--- src/rtl/ysyx_25040111_idu_pkg.sv ---
// Shared decode constants, control-bundle type and the ALU field helper for the IDU.
package ysyx_25040111_idu_pkg;

    localparam logic [6:0] OPC_LUI      = 7'b0110111;
    localparam logic [6:0] OPC_AUIPC    = 7'b0010111;
    localparam logic [6:0] OPC_JAL      = 7'b1101111;
    localparam logic [6:0] OPC_JALR     = 7'b1100111;
    localparam logic [6:0] OPC_BRANCH   = 7'b1100011;
    localparam logic [6:0] OPC_LOAD     = 7'b0000011;
    localparam logic [6:0] OPC_STORE    = 7'b0100011;
    localparam logic [6:0] OPC_OP_IMM   = 7'b0010011;
    localparam logic [6:0] OPC_OP       = 7'b0110011;
    localparam logic [6:0] OPC_MISC_MEM = 7'b0001111;
    localparam logic [6:0] OPC_SYSTEM   = 7'b1110011;

    localparam logic [6:0]  F7_BASE     = 7'b0000000;
    localparam logic [6:0]  F7_ALT      = 7'b0100000;
    localparam logic [31:0] INST_ECALL  = 32'h0000_0073;
    localparam logic [31:0] INST_EBREAK = 32'h0010_0073;

    localparam logic [2:0] ALU_PASS  = 3'b000;
    localparam logic [2:0] ALU_ADD   = 3'b001;
    localparam logic [2:0] ALU_LOGIC = 3'b010;
    localparam logic [2:0] ALU_XOR   = 3'b011;
    localparam logic [2:0] ALU_SLL   = 3'b100;
    localparam logic [2:0] ALU_SR    = 3'b101;
    localparam logic [2:0] ALU_LT    = 3'b110;
    localparam logic [2:0] ALU_EQ    = 3'b111;

    localparam logic [1:0] SRC1_RS1  = 2'b00;
    localparam logic [1:0] SRC1_PC   = 2'b01;
    localparam logic [1:0] SRC1_ZERO = 2'b10;
    localparam logic       SRC2_RS2  = 1'b0;
    localparam logic       SRC2_IMM  = 1'b1;

    localparam logic [1:0] MEM_B = 2'd0;
    localparam logic [1:0] MEM_H = 2'd1;
    localparam logic [1:0] MEM_W = 2'd2;

    typedef struct packed {
        logic [31:0] imm;
        logic [4:0]  rs1;
        logic [4:0]  rs2;
        logic [4:0]  rd;
        logic        rd_wen;
        logic [1:0]  src1_sel;
        logic        src2_sel;
        logic [2:0]  alu_opt;
        logic        alu_ext;
        logic        alu_sign;
        logic        alu_negate;
        logic        alu_snpc;
        logic        branch;
        logic        jal;
        logic        jalr;
        logic        mem_ren;
        logic        mem_wen;
        logic [1:0]  mem_size;
        logic        mem_uns;
        logic        ecall;
        logic        ebreak;
        logic        illegal;
    } ctrl_t;

    // {opt, ext, sign} for the integer ops; alt selects SUB/SRA/SRAI variants
    function automatic logic [4:0] alu_fields(input logic [2:0] funct3, input logic alt);
        logic [4:0] f;
        case (funct3)
            3'b000:  f = {ALU_ADD,   alt,  1'b0};
            3'b001:  f = {ALU_SLL,   1'b0, 1'b0};
            3'b010:  f = {ALU_LT,    1'b1, 1'b1};
            3'b011:  f = {ALU_LT,    1'b1, 1'b0};
            3'b100:  f = {ALU_XOR,   1'b0, 1'b0};
            3'b101:  f = {ALU_SR,    1'b0, alt};
            3'b110:  f = {ALU_LOGIC, 1'b1, 1'b0};
            3'b111:  f = {ALU_LOGIC, 1'b0, 1'b0};
            default: f = {ALU_PASS,  1'b0, 1'b0};
        endcase
        return f;
    endfunction

endpackage

--- src/rtl/ysyx_25040111_idu_immgen.sv ---
// Combinational immediate generator: selects the RV32I immediate format from the opcode.
module ysyx_25040111_immgen
    import ysyx_25040111_idu_pkg::*;
(
    input  logic [31:0] inst,
    output logic [31:0] imm
);

    // format select; R-type, FENCE and SYSTEM carry no immediate
    always_comb begin
        imm = 32'd0;
        case (inst[6:0])
            OPC_OP_IMM, OPC_LOAD, OPC_JALR:
                imm = {{20{inst[31]}}, inst[31:20]};
            OPC_STORE:
                imm = {{20{inst[31]}}, inst[31:25], inst[11:7]};
            OPC_BRANCH:
                imm = {{19{inst[31]}}, inst[31], inst[7], inst[30:25], inst[11:8], 1'b0};
            OPC_LUI, OPC_AUIPC:
                imm = {inst[31:12], 12'd0};
            OPC_JAL:
                imm = {{11{inst[31]}}, inst[31], inst[19:12], inst[20], inst[30:21], 1'b0};
            default:
                imm = 32'd0;
        endcase
    end

endmodule

--- src/rtl/ysyx_25040111_idu.sv ---
// RV32I decode stage with a one-entry valid/ready output register and flush.
// Optional: define YSYX_25040111_RV32E_EN to flag register indices >= 16 as illegal.
module ysyx_25040111_idu
    import ysyx_25040111_idu_pkg::*;
#(
    parameter int          XLEN   = 32,
    parameter logic [31:0] RST_PC = 32'h8000_0000
) (
    input  logic            clock,
    input  logic            reset,
    input  logic            flush,
    input  logic            in_valid,
    output logic            in_ready,
    input  logic [31:0]     in_inst,
    input  logic [XLEN-1:0] in_pc,
    output logic            out_valid,
    input  logic            out_ready,
    output logic [XLEN-1:0] out_pc,
    output logic [31:0]     out_imm,
    output logic [4:0]      out_rs1,
    output logic [4:0]      out_rs2,
    output logic [4:0]      out_rd,
    output logic            out_rd_wen,
    output logic [1:0]      out_src1_sel,
    output logic            out_src2_sel,
    output logic [2:0]      out_alu_opt,
    output logic            out_alu_ext,
    output logic            out_alu_sign,
    output logic            out_alu_negate,
    output logic            out_alu_snpc,
    output logic            out_branch,
    output logic            out_jal,
    output logic            out_jalr,
    output logic            out_mem_ren,
    output logic            out_mem_wen,
    output logic [1:0]      out_mem_size,
    output logic            out_mem_uns,
    output logic            out_ecall,
    output logic            out_ebreak,
    output logic            out_illegal
);

    logic [6:0]      opcode_s;
    logic [2:0]      funct3_s;
    logic [6:0]      funct7_s;
    logic [31:0]     imm_s;
    ctrl_t           dec_s;
    ctrl_t           ctrl_s;
    logic            legal_s;
    logic            use_rs1_s;
    logic            use_rs2_s;
    logic            use_rd_s;
    logic            rv32e_bad_s;
    logic            fire_s;
    logic            valid_r;
    ctrl_t           ctrl_r;
    logic [XLEN-1:0] pc_r;

    assign opcode_s = in_inst[6:0];
    assign funct3_s = in_inst[14:12];
    assign funct7_s = in_inst[31:25];

    ysyx_25040111_immgen u_immgen (
        .inst (in_inst),
        .imm  (imm_s)
    );

    // opcode/funct decode into the control bundle plus legality and register usage
    always_comb begin
        dec_s     = '0;
        legal_s   = 1'b1;
        use_rs1_s = 1'b0;
        use_rs2_s = 1'b0;
        use_rd_s  = 1'b0;
        case (opcode_s)
            OPC_LUI, OPC_AUIPC: begin
                dec_s.src1_sel = (opcode_s == OPC_LUI) ? SRC1_ZERO : SRC1_PC;
                dec_s.src2_sel = SRC2_IMM;
                dec_s.alu_opt  = ALU_ADD;
                use_rd_s       = 1'b1;
            end
            OPC_JAL, OPC_JALR: begin
                dec_s.src1_sel = SRC1_PC;
                dec_s.src2_sel = SRC2_IMM;
                dec_s.alu_opt  = ALU_ADD;
                dec_s.alu_snpc = 1'b1;
                dec_s.jal      = (opcode_s == OPC_JAL);
                dec_s.jalr     = (opcode_s == OPC_JALR);
                use_rs1_s      = (opcode_s == OPC_JALR);
                use_rd_s       = 1'b1;
                legal_s        = (opcode_s == OPC_JAL) || (funct3_s == 3'b000);
            end
            OPC_BRANCH: begin
                dec_s.branch  = 1'b1;
                dec_s.alu_ext = 1'b1;
                use_rs1_s     = 1'b1;
                use_rs2_s     = 1'b1;
                // funct3[0] inverts the sense (BNE/BGE/BGEU), funct3[1] picks unsigned lt
                case (funct3_s)
                    3'b000, 3'b001: begin
                        dec_s.alu_opt    = ALU_EQ;
                        dec_s.alu_negate = funct3_s[0];
                    end
                    3'b100, 3'b101, 3'b110, 3'b111: begin
                        dec_s.alu_opt    = ALU_LT;
                        dec_s.alu_sign   = ~funct3_s[1];
                        dec_s.alu_negate = funct3_s[0];
                    end
                    default: legal_s = 1'b0;
                endcase
            end
            OPC_LOAD, OPC_STORE: begin
                dec_s.src2_sel = SRC2_IMM;
                dec_s.alu_opt  = ALU_ADD;
                dec_s.mem_ren  = (opcode_s == OPC_LOAD);
                dec_s.mem_wen  = (opcode_s == OPC_STORE);
                dec_s.mem_size = funct3_s[1:0];
                dec_s.mem_uns  = funct3_s[2];
                use_rs1_s      = 1'b1;
                use_rs2_s      = (opcode_s == OPC_STORE);
                use_rd_s       = (opcode_s == OPC_LOAD);
                if (funct3_s[1:0] == 2'b11) begin
                    legal_s = 1'b0;
                end else if (funct3_s[2]) begin
                    legal_s = (opcode_s == OPC_LOAD) && (funct3_s[1:0] != MEM_W);
                end else begin
                    legal_s = 1'b1;
                end
            end
            OPC_OP_IMM: begin
                dec_s.src2_sel = SRC2_IMM;
                {dec_s.alu_opt, dec_s.alu_ext, dec_s.alu_sign} =
                    alu_fields(funct3_s, (funct3_s == 3'b101) && funct7_s[5]);
                use_rs1_s = 1'b1;
                use_rd_s  = 1'b1;
                if (funct3_s == 3'b001) begin
                    legal_s = (funct7_s == F7_BASE);
                end else if (funct3_s == 3'b101) begin
                    legal_s = (funct7_s == F7_BASE) || (funct7_s == F7_ALT);
                end else begin
                    legal_s = 1'b1;
                end
            end
            OPC_OP: begin
                dec_s.src2_sel = SRC2_RS2;
                {dec_s.alu_opt, dec_s.alu_ext, dec_s.alu_sign} = alu_fields(funct3_s, funct7_s[5]);
                use_rs1_s = 1'b1;
                use_rs2_s = 1'b1;
                use_rd_s  = 1'b1;
                legal_s   = (funct7_s == F7_BASE) ||
                            ((funct7_s == F7_ALT) && ((funct3_s == 3'b000) || (funct3_s == 3'b101)));
            end
            OPC_MISC_MEM: legal_s = (funct3_s == 3'b000);
            OPC_SYSTEM: begin
                dec_s.ecall  = (in_inst == INST_ECALL);
                dec_s.ebreak = (in_inst == INST_EBREAK);
                legal_s      = (in_inst == INST_ECALL) || (in_inst == INST_EBREAK);
            end
            default: legal_s = 1'b0;
        endcase
        dec_s.imm    = imm_s;
        dec_s.rs1    = use_rs1_s ? in_inst[19:15] : 5'd0;
        dec_s.rs2    = use_rs2_s ? in_inst[24:20] : 5'd0;
        dec_s.rd     = use_rd_s  ? in_inst[11:7]  : 5'd0;
        dec_s.rd_wen = use_rd_s && (in_inst[11:7] != 5'd0);
    end

`ifdef YSYX_25040111_RV32E_EN
    assign rv32e_bad_s = (use_rs1_s && in_inst[19]) || (use_rs2_s && in_inst[24]) ||
                         (use_rd_s && in_inst[11]);
`else
    assign rv32e_bad_s = 1'b0;
`endif

    // illegal encodings carry only the trap flag
    always_comb begin
        ctrl_s = '0;
        if (legal_s && !rv32e_bad_s) begin
            ctrl_s = dec_s;
        end else begin
            ctrl_s.illegal = 1'b1;
        end
    end

    assign in_ready = !valid_r || out_ready;
    assign fire_s   = in_valid && in_ready;

    // pipeline register: reset over flush over transfer over drain
    always_ff @(posedge clock) begin
        if (reset) begin
            valid_r <= 1'b0;
            ctrl_r  <= '0;
            pc_r    <= RST_PC[XLEN-1:0];
        end else if (flush) begin
            valid_r <= 1'b0;
        end else if (fire_s) begin
            valid_r <= 1'b1;
            ctrl_r  <= ctrl_s;
            pc_r    <= in_pc;
        end else if (out_ready) begin
            valid_r <= 1'b0;
        end else begin
            valid_r <= valid_r;
        end
    end

    assign out_valid      = valid_r;
    assign out_pc         = pc_r;
    assign out_imm        = ctrl_r.imm;
    assign out_rs1        = ctrl_r.rs1;
    assign out_rs2        = ctrl_r.rs2;
    assign out_rd         = ctrl_r.rd;
    assign out_rd_wen     = ctrl_r.rd_wen;
    assign out_src1_sel   = ctrl_r.src1_sel;
    assign out_src2_sel   = ctrl_r.src2_sel;
    assign out_alu_opt    = ctrl_r.alu_opt;
    assign out_alu_ext    = ctrl_r.alu_ext;
    assign out_alu_sign   = ctrl_r.alu_sign;
    assign out_alu_negate = ctrl_r.alu_negate;
    assign out_alu_snpc   = ctrl_r.alu_snpc;
    assign out_branch     = ctrl_r.branch;
    assign out_jal        = ctrl_r.jal;
    assign out_jalr       = ctrl_r.jalr;
    assign out_mem_ren    = ctrl_r.mem_ren;
    assign out_mem_wen    = ctrl_r.mem_wen;
    assign out_mem_size   = ctrl_r.mem_size;
    assign out_mem_uns    = ctrl_r.mem_uns;
    assign out_ecall      = ctrl_r.ecall;
    assign out_ebreak     = ctrl_r.ebreak;
    assign out_illegal    = ctrl_r.illegal;

endmodule
--- config.mk ---
export PLATFORM = sky130hd
export DESIGN_NAME = ysyx_25040111_idu
export DESIGN_NICKNAME = d
export VERILOG_FILES = /design/src/rtl/ysyx_25040111_idu_pkg.sv /design/src/rtl/ysyx_25040111_idu_immgen.sv /design/src/rtl/ysyx_25040111_idu.sv
export SDC_FILE = /design/constraint.sdc
export NUM_CORES = 1
export LEC_CHECK = 0
export CORE_ASPECT_RATIO = 0.8
export CORE_UTILIZATION = 46
export CTS_BUF_LIST = sky130_fd_sc_hd__clkbuf_2
export DETAILED_ROUTE_END_ITERATION = 8
export GPL_TIMING_DRIVEN = 0
export PLACE_DENSITY = 0.82
export SYNTH_ARGS = -nofsm -noshare
export SYNTH_HDL_FRONTEND = slang
export SYNTH_HIERARCHICAL = 1
export SYNTH_SLANG_ARGS = --single-unit
--- constraint.sdc ---
create_clock -name clock -period 2.8 [get_ports clock]
set_clock_uncertainty 0.05 [all_clocks]
set_input_delay 0.56 -clock clock [delete_from_list [all_inputs] [get_ports clock]]
set_output_delay 0.56 -clock clock [all_outputs]
set_load 0.05 [all_outputs]
==> run summary <==
biggest area contributors in the synthesized netlist -> dfxtp_1, a22o_1, nand2_1
slack of the worst reg-to-reg path -> 0.25 ns
Cell Count, Final, Fillers Out -> 875
count of hold-fix buffers inserted at cts -> 0
transition time at the pin with the least slew margin -> 0.767 ns
H-tree levels -> 3
distinct cell type count after synthesis -> 55
required time of the critical path -> 3.32 ns
proportion of layout cells with a drive suffix above 1 -> 0.0678
final-report max-slew violation count -> 0
post-synthesis average cell area -> 8.59 um2
maximum net fanout on the critical path -> 10
number of endpoints failing setup at the final stage -> 0
Hold Path Class -> in -> reg
clk buf depth -> 2
antenna-violating nets left -> 0
crit path max-delay cell type -> clkdlybuf4s50_1
Synthesis Warnings -> 6
final routed wirelength across all metal layers -> 16000 um
vias in the first global route -> 4758
leakage power summed over all cells -> 2.61 nW
number of enable-type register cells in the synthesized netlist -> 0
area enclosed by the die boundary -> 0.0108 mm2
areal power density over the cells -> 399 mW/mm2
top layer in use -> met4
global-route wire length before repair -> 24800 um
initial antenna violation count -> 1
post-CTS clock slew at the launch and capture registers of the worst setup and hold paths -> 0.26 ns
Buffers on Ports -> 168
clock tree from TritonCTS -> done
Fmax -> 0.370 GHz
Critical Path Source Type -> primary input
met3 wirelength from detailed routing -> 1320 um
library cell used as clock root buffer -> clkbuf_2
number of filler instances in the final layout -> 832
most common cell in the netlist -> dfxtp_1
count of max-cap constraint violations -> 0
leading post-synthesis cells by instance count -> dfxtp_1, nand2_1, a22o_1, and3_1, a21oi_1
Most Frequent Cell on Critical Path -> or4_1
critical path buffer and inverter count -> 3
Setup TNS -> 0 ns
Total Routing Usage GR -> 0.300
width of the die -> 116 um
count of final hold-check violations -> 0
unrepaired setup endpoints after global routing -> false
pin count of the biggest net entering global routing -> 17
VDD IR-drop max -> 0.291 mV
path length in cells of the critical path -> 8
clock insertion delay at the later pin of the skew report -> 0.59 ns
Worst Path Class, Setup -> in -> reg
worst max-slew margin expressed relative to the limit -> 0.484
RD Place Congestion -> 0.929
routed vias -> 5057
Period minus WS final -> 2.70 ns
number of placed cells counting well taps -> 859
Top-Level Pins -> 172
post-synth top area share -> 0.428
number of cells on the worst hold path -> 3
number of standard cells after synthesis -> 555
cell family contributing the most delay on the critical path -> simple AND/OR/NAND/NOR gates
outcome -> complete, no violations
detailed-route wire length per cell -> 18.3 um
final cycle utilization of the critical path -> 0.966
Post-synth top flop -> dfxtp_1
layout overhead on the synthesized area -> 42.0%
delay of the slowest critical-path stage -> 0.58 ns
Total Nets Final -> 802
number of design-rule violations left by the first detailed-router iteration -> 472
Die H -> 93.0 um
number of buffers created by CTS -> 9
Post-Route Utilization -> 0.687
worst reg2reg path depth -> 7
TritonCTS sink count -> 102
hold endpoint -> out_pc[1]
vias per inst -> 5.78
Reg-to-Reg Start -> out_valid
standard-cell row count -> 32
kind of end point of the critical path -> flip-flop
data arrival time of the critical path -> 3.22 ns
sequential-to-total area share from yosys stat -> 0.428
hold path startpoint -> in_pc[1]
post-synthesis sequential element count -> 102
Starting Density -> 0.484
DRC violations left -> 0
Mapped Area -> 0.00477 mm2
reg-to-reg endpoint -> out_pc[21]
met2 routed wirelength -> 7360 um
Syn Nets -> 624
sum of overflow across all layers after global routing -> 0
wire length the detailed router placed on met1 -> 7100 um
detailed placement HPWL -> 12200 um
area leader, netlist -> dfxtp_1
Core Region -> 0.00985 mm2
Synth async-reset ratio -> 0
cell breakdown of the critical path -> clkdlybuf4s50_1 > or4_1 > or4_1 > nor4_4 > or4_1 > buf_6 > buf_6 > a32o_1
Pre-antenna DRT Iters -> 6
-- worst max-delay path by stage --
| stage | endpoint | startpoint | slack (ns) |
|---|---|---|---|
| after CTS | out_alu_sign | in_inst[4] | 0.02 |
| final | out_alu_opt[1] | in_inst[30] | 0.1 |
| after detailed placement | out_rd_wen | in_inst[3] | -0.97 |
| after floorplan | out_alu_ext | in_inst[16] | 0.29 |
| after global placement | out_src2_sel | in_inst[3] | -0.88 |
| after global routing | out_illegal | in_inst[3] | 0.002 |
-- timing repair --
action,in CTS,in global routing
endpoints found under the hold margin,0,0
resized for setup,2,6
setup endpoints to repair,64,90
buffers inserted,0,0
-- final cells by class --
type	instances	area, um2	share of cell area
clock buffers	10	50.0	0.00740
flip-flops and latches	102	2040	0.302
plain buffers	54	275	0.0407
well taps	136	170	0.0251
clock inverters	6	62.6	0.00924
diodes	1	2.50	0.000370
repair buffers	168	1690	0.249
inverters	8	30.0	0.00444
multi-input cells	390	2450	0.362
-- cells in the final DEF, fill, tap and decap left out, types with 4 or more instances in the layout --
cell type | netlist | routed
nand2_1 | 83 | 82
nor3_1 | 15 | 15
and3_1 | 39 | 39
a21o_2 | 8 | 8
buf_1 | 4 | 4
inv_1 | 6 | 6
a32o_1 | 24 | 24
nor2b_1 | 7 | 7
nand3_1 | 20 | 20
dfxtp_1 | 102 | 102
a21oi_1 | 38 | 38
buf_2 | 5 | 4
a22o_1 | 43 | 43
clkbuf_2 | 0 | 10
nor2_1 | 22 | 22
clkdlybuf4s50_1 | 0 | 166
nand2b_1 | 4 | 4
nand4_1 | 7 | 7
nor4b_1 | 6 | 6
buf_6 | 8 | 8
clkbuf_1 | 37 | 36
o21ai_0 | 18 | 18
-- where the power goes --
| group | internal (W) | switching, W |
|---|---|---|
| clock | 0.000206 | 0.000496 |
| combinational | 0.000194 | 0.000310 |
| sequential | 0.00148 | 0.0000123 |
-- cell families (layout without fill, tap and decap cells) --
logic type      Yosys count  after routing  share of synthesized area
buf+inv                  63            246                     0.0643
xor+xnor                  1              1                    0.00184
mux                       1              1                    0.00210
simple gates            234            234                      0.259
compound gates          154            154                      0.245
flops                   102            102                      0.428
other cells               0              1                          0
-- metal layers --
metal,track usage,vias to the layer above
met5,0,-
met4,0.101,0
met1,0.407,2409
li1,-,2392
met2,0.468,234
met3,0.0680,22
-- worst reg2reg max path, cell delays in order (launching register included) --
cell and delay [ns]:
dfxtp_1 0.37, nor2b_1 0.17, nor3b_2 0.36, clkbuf_1 0.37, clkbuf_1 0.51, buf_1 0.42, nand2_1 0.11, a21oi_1 0.15
-- metrics by stage --
stage | setup WS, ns | power, W | instance area (um2) | hold WS (ns)
floorplan | 0.289 | 0.00179 | 4770 | 0.589
global placement | -0.884 | 0.00200 | 6620 | 0.392
detailed placement | -0.969 | 0.00201 | 6620 | 0.400
CTS | 0.0207 | 0.00269 | 6740 | 0.394
global route | 0.00199 | 0.00279 | 6770 | 0.376
finish | 0.0952 | 0.00270 | 6770 | 0.414
-- state kept, by name, indices dropped and copies added, names as in the netlist, 2 cells and up --
name	flops
out_mem_size	2
out_rs2	5
out_src1_sel	2
out_rs1	5
out_alu_opt	3
out_pc	32
out_imm	32
out_rd	5
(Power assumes the default switching activity.)
